### config.mk
export PLATFORM = sky130hd
export DESIGN_NAME = mem_access_unit
export DESIGN_NICKNAME = d
export VERILOG_FILES = /design/src/rtl/mem_access_unit.sv
export SDC_FILE = /design/constraint.sdc
export NUM_CORES = 1
export LEC_CHECK = 0
export CORE_MARGIN = 10
export CORE_UTILIZATION = 44
export DETAILED_ROUTE_END_ITERATION = 6
export GPL_ROUTABILITY_DRIVEN = 0
export PLACE_DENSITY_LB_ADDON = 0.1
export SLEW_MARGIN = 20
export SYNTH_ARGS = -nofsm -noshare
export SYNTH_HDL_FRONTEND = slang
export SYNTH_SLANG_ARGS = --single-unit
### constraint.sdc
create_clock -name clk -period 4.1 [get_ports clk]
set_input_delay 0.82 -clock clk [delete_from_list [all_inputs] [get_ports clk]]
set_output_delay 0.82 -clock clk [all_outputs]
set_load 0.1 [all_outputs]
### src/rtl/mem_access_unit.sv
// rtl/mem_access_unit.sv - MEM-stage load/store initiator for a word-organised data RAM
//
// Turns a byte-addressed LB/LBU/LH/LHU/LW/SB/SH/SW request into accesses on a
// word-wide RAM with a combinational read port and a write enable. Sub-word
// stores are done as read-modify-write. Misaligned, out-of-range and
// reserved-size requests complete as faults and never write the RAM.
//
// Ports:
//   clk, rst         clock; synchronous active-high reset
//   req_valid        request present; req_* held stable until resp_valid
//   req_write        1 = store, 0 = load
//   req_size         00 byte, 01 halfword, 10 word, 11 reserved (fault)
//   req_signed       loads only: sign-extend (1) or zero-extend (0)
//   req_addr         byte address
//   req_wdata        right-justified store data
//   busy             stall request to IF/ID/EX: req_valid && state != DONE
//   resp_valid       one-cycle completion pulse (registered)
//   resp_rdata       extended load result; 0 for stores and faults
//   resp_fault       fault flag, valid with resp_valid
//   ram_addr         word index (req_addr >> 2)
//   ram_we, ram_wd   RAM write enable and write data
//   ram_rd           RAM read data, combinational in ram_addr

module mem_access_unit #(
  parameter int MEM_WORDS = 100,
  parameter int ADDR_W    = 32
) (
  input  logic              clk,
  input  logic              rst,
  input  logic              req_valid,
  input  logic              req_write,
  input  logic [1:0]        req_size,
  input  logic              req_signed,
  input  logic [ADDR_W-1:0] req_addr,
  input  logic [31:0]       req_wdata,
  output logic              busy,
  output logic              resp_valid,
  output logic [31:0]       resp_rdata,
  output logic              resp_fault,
  output logic [ADDR_W-1:0] ram_addr,
  output logic              ram_we,
  output logic [31:0]       ram_wd,
  input  logic [31:0]       ram_rd
);

  typedef enum logic [1:0] {
    IDLE  = 2'd0,
    RMW   = 2'd1,
    LATCH = 2'd2,
    DONE  = 2'd3
  } state_e;

  localparam logic [1:0] SZ_BYTE = 2'b00;
  localparam logic [1:0] SZ_HALF = 2'b01;
  localparam logic [1:0] SZ_WORD = 2'b10;

  state_e      state_q, state_d;
  logic        resp_valid_q, resp_valid_d;
  logic        resp_fault_q, resp_fault_d;
  logic [31:0] resp_rdata_q, resp_rdata_d;
  logic [31:0] merge_q, merge_d;

  logic [ADDR_W-1:0] word_idx;
  logic              misalign;
  logic              range_fault;
  logic              size_fault;
  logic              fault;
  logic [7:0]        lane_byte;
  logic [15:0]       lane_half;
  logic [31:0]       load_data;
  logic [31:0]       rmw_wd;
  logic              we_c;
  logic [31:0]       wd_c;

  assign word_idx = req_addr >> 2;
  assign ram_addr = word_idx;

  // Fault classification
  assign misalign    = ((req_size == SZ_HALF) && req_addr[0]) ||
                       ((req_size == SZ_WORD) && (req_addr[1:0] != 2'b00));
  assign range_fault = (word_idx >= ADDR_W'(MEM_WORDS));
  assign size_fault  = (req_size == 2'b11);
  assign fault       = misalign || range_fault || size_fault;

  // Load lane extraction (little-endian lanes) and extension
  always_comb begin
    lane_byte = ram_rd[7:0];
    case (req_addr[1:0])
      2'd0: lane_byte = ram_rd[7:0];
      2'd1: lane_byte = ram_rd[15:8];
      2'd2: lane_byte = ram_rd[23:16];
      2'd3: lane_byte = ram_rd[31:24];
      default: lane_byte = ram_rd[7:0];
    endcase
    lane_half = req_addr[1] ? ram_rd[31:16] : ram_rd[15:0];
  end

  always_comb begin
    load_data = ram_rd;
    case (req_size)
      SZ_BYTE: load_data = req_signed ? {{24{lane_byte[7]}}, lane_byte}
                                      : {24'h0, lane_byte};
      SZ_HALF: load_data = req_signed ? {{16{lane_half[15]}}, lane_half}
                                      : {16'h0, lane_half};
      default: load_data = ram_rd;
    endcase
  end

  // Write-back word: the latched original with only the addressed lane replaced
  always_comb begin
    rmw_wd = merge_q;
    if (req_size == SZ_HALF) begin
      if (req_addr[1]) rmw_wd[31:16] = req_wdata[15:0];
      else             rmw_wd[15:0]  = req_wdata[15:0];
    end else begin
      case (req_addr[1:0])
        2'd0: rmw_wd[7:0]   = req_wdata[7:0];
        2'd1: rmw_wd[15:8]  = req_wdata[7:0];
        2'd2: rmw_wd[23:16] = req_wdata[7:0];
        2'd3: rmw_wd[31:24] = req_wdata[7:0];
        default: rmw_wd = merge_q;
      endcase
    end
  end

  // Next-state and next-output logic
  always_comb begin
    state_d      = state_q;
    resp_valid_d = 1'b0;
    resp_fault_d = 1'b0;
    resp_rdata_d = 32'h0;
    merge_d      = merge_q;
    we_c         = 1'b0;
    wd_c         = req_wdata;
    case (state_q)
      IDLE: begin
        if (req_valid) begin
          state_d      = DONE;
          resp_valid_d = 1'b1;
          if (fault) begin
            resp_fault_d = 1'b1;
          end else if (!req_write) begin
            resp_rdata_d = load_data;
          end else if (req_size == SZ_WORD) begin
            we_c = 1'b1;
          end else begin
            // Sub-word store: hold the original word, write it back next cycle
            merge_d      = ram_rd;
            state_d      = RMW;
            resp_valid_d = 1'b0;
          end
        end
      end
      RMW: begin
        // Completes even if req_valid has dropped
        we_c         = 1'b1;
        wd_c         = rmw_wd;
        state_d      = DONE;
        resp_valid_d = 1'b1;
      end
      DONE: begin
        state_d = IDLE;
      end
      default: begin
        state_d = IDLE;
      end
    endcase
  end

  always_ff @(posedge clk) begin
    if (rst) begin
      state_q      <= IDLE;
      resp_valid_q <= 1'b0;
      resp_fault_q <= 1'b0;
      resp_rdata_q <= 32'h0;
      merge_q      <= 32'h0;
    end else begin
      state_q      <= state_d;
      resp_valid_q <= resp_valid_d;
      resp_fault_q <= resp_fault_d;
      resp_rdata_q <= resp_rdata_d;
      merge_q      <= merge_d;
    end
  end

  // Reset in the RMW cycle must suppress the write-back immediately
  assign ram_we     = we_c && !rst;
  assign ram_wd     = wd_c;
  assign busy       = req_valid && (state_q != DONE);
  assign resp_valid = resp_valid_q;
  assign resp_fault = resp_fault_q;
  assign resp_rdata = resp_rdata_q;

endmodule

==> results.toml <==
[global_routing]
grt_max_degree = 67
gr-total-overflow = 0
grt_pass1_wl_um = 22500
antenna_found_initial = 0
gr-usage-all-layers_pct = 21.2
grt_pass1_vias = 4240

[worst_hold_path]
hold_depth = 2
hp-class = "reg -> reg"
hp-start = "merge_q[6]"

[drt]
ant_nets = 0
wl_per_cell_um = 19.6
drc_errors = 0
drt-total-wl_um = 14600
dr.first_iter.drc_count = 210
first_pass_iters = 5
dr_total_vias = 3995
via_per_inst = 5.35

[final_layout]
area_growth_pct = 58.3
diodes = 0
most-common-layout-cells = "clkdlybuf4s50_1 (134), nand2b_1 (70), dfxtp_1 (68)"
n_fill_cell = 690
layout.nets = 737
layout-drive-gt1-share_pct = 21.3
final_common_cell = "clkdlybuf4s50_1"

[pwr]
ir_worst_vdd_uv = 280
power_mw = 2.15
p_leak_nw = 2.40
power_density_nw_per_um2 = 337

[sta]
rsz0062_at_grt = "false"
timing.setup.tns_ns = 0
fin_worst_skew_ns = 0.00982
report.final.slew_viol_count = 0
period_minus_slack_ns = 3.68
relSlewSlack_pct = 30.9
max_slew.worst_pin.slew_ns = 1.03
period_share_pct = 89.8
setup_viol = 0
fmax_mhz = 272
hold_ws_ns = 0.475
hold_violations = 0

[cts]
post_cts_buffers = 0
cts_sinks = 68
ctsLongestPathBuffers = 2
clk_pin_slew_worst_paths_ns = 0.06
hold_buffers = 0
cts_tree = "yes"
cts_resized = 0
cts.htree.levels = 3
clock_latency_ns = 0.34
cts_root_buf = "clkbuf_8"
numCtsBuffers = 9

[logic_synthesis]
syn_inst = 479
synthDistinctLibCells = 44
syn-cell-area_um2 = 4040
ys_seq_area_share_pct = 33.7
syn_avg_cell_area_um2 = 8.44
ys_warn_count = 0
synth-seq-cells = 68

[worst_setup_path]
cp_num_cells = 6
start_kind = "primary input"
crit_path_end_kind = "output port"
setup.worst_path.start = "req_addr[1]"
worstSetupPathType = "in -> out"
crit_path_cell_trace = "clkdlybuf4s50_1, clkinv_1, a21oi_1, nor2_1, o31ai_2, buf_12"
worst-path-buf-inv = 3
cpLargestDelayFamily = "buffers and inverters"
crit_fanout = 8
cp.arrival_ns = 2.86
crit_path_top_delay_cell = "a21oi_1"
ff2ff_path_depth = 5
r2r-start = "state_q[1]"
cp.required_ns = 3.28
max_stage_delay_ns = 0.61

[place]
hpwl_um = 11900
portBuffers = 196

[floorplanning]
dieArea_um2 = 13400
die_w_um = 116
core.rowCount = 34
core-area_um2 = 8850
die_h_um = 116
io_pins = 203
start_util_pct = 45.7

[run]
drv_cap = 0

[status]
status = "completed"
per-layer routing:
metal | global-route usage (%) | part of all wire (%) | vias up
li1 | - | - | 1940
met1 | 22.3 | 37 | 1852
met2 | 38.0 | 50 | 187
met3 | 9.25 | 11 | 16
met4 | 5.59 | 1.6 | 0
met5 | 0 | 0 | -
layout make-up:
| cell class | count | area [um^2] | area share, % |
|---|---|---|---|
| multi-input cells | 341 | 2320 | 36.2 |
| repair buffers | 209 | 2320 | 36.2 |
| flip-flops and latches | 68 | 1360 | 21.3 |
| clock buffers | 10 | 138 | 2.15 |
| well taps | 108 | 135 | 2.11 |
| clock inverters | 6 | 111 | 1.74 |
| inverters | 5 | 18.8 | 0.293 |
path summary, 6_finish.rpt:
| check | endpoint | slack, ns |
|---|---|---|
| worst max-delay path | ram_wd[28] | 0.42 |
| worst min-delay path | merge_q[6] | 0.48 |
| worst max register to register | resp_rdata[15] | 1.95 |
| worst min register to register | merge_q[6] | 0.48 |
sequential cells by signal, indices dropped and copies added, names as in the netlist:
name,cells
resp_valid,1
merge_q,32
state_q,2
resp_rdata,32
resp_fault,1
power breakdown:
| group | internal [mW] | switching, mW |
|---|---|---|
| clock | 0.420 | 0.259 |
| combinational | 0.286 | 0.523 |
| sequential | 0.663 | 0.00257 |
synth_stat cells (all sizes together):
cell type / count / area [um^2]
nor2: 32 / 120
clkinv: 1 / 3.75
mux2i: 42 / 420
nor2b: 2 / 12.5
dfxtp: 68 / 1360
a211oi: 8 / 95.1
a221oi: 1 / 8.76
mux2: 15 / 169
or3: 2 / 12.5
buf: 43 / 312
o31ai: 8 / 60.1
a22oi: 13 / 97.6
inv: 4 / 15.0
nand3b: 1 / 7.51
nand2: 43 / 161
a31o: 1 / 8.76
xnor2: 1 / 8.76
a21oi: 28 / 181
or4: 1 / 7.51
mux4: 1 / 22.5
o311ai: 1 / 8.76
o22ai: 9 / 56.3
nand2b: 70 / 438
nor4: 6 / 43.8
nand4: 3 / 18.8
or3b: 1 / 8.76
clkbuf: 23 / 86.3
a21o: 1 / 7.51
a21boi: 3 / 22.5
nor3: 13 / 65.1
a31oi: 1 / 12.5
nand3: 2 / 10.0
and3b: 1 / 8.76
o21a: 8 / 60.1
nor3b: 1 / 7.51
o21ai: 20 / 100
conb: 1 / 3.75
metrics by stage:
stage               instance area, um^2  instances  setup slack (ns)  util, %
floorplan                          4090        480            0.0510        -
global placement                   6150        731             0.484     69.5
detailed placement                 6150        731             0.437     69.5
CTS                                6400        747             0.428     72.3
global route                       6400        747             0.227     72.3
finish                             6400        747             0.420     72.3
cells by family after synthesis:
kind of cell    after synthesis  share of synthesized area [%]
mux                          58                           15.1
other cells                   1                         0.0927
buf+inv                      71                           10.3
xor+xnor                      1                          0.217
compound gates              102                           17.8
simple gates                178                           22.8
flops                        68                           33.7
worst reg2reg max path: cells and delay by family, from the launching register on:
kind / cells / cell delay, ns
buf+inv: 1 / 0.28
compound gates: 1 / 0.28
flops: 1 / 0.35
simple gates: 3 / 1.13
Power figures use the tool's default switching activity.
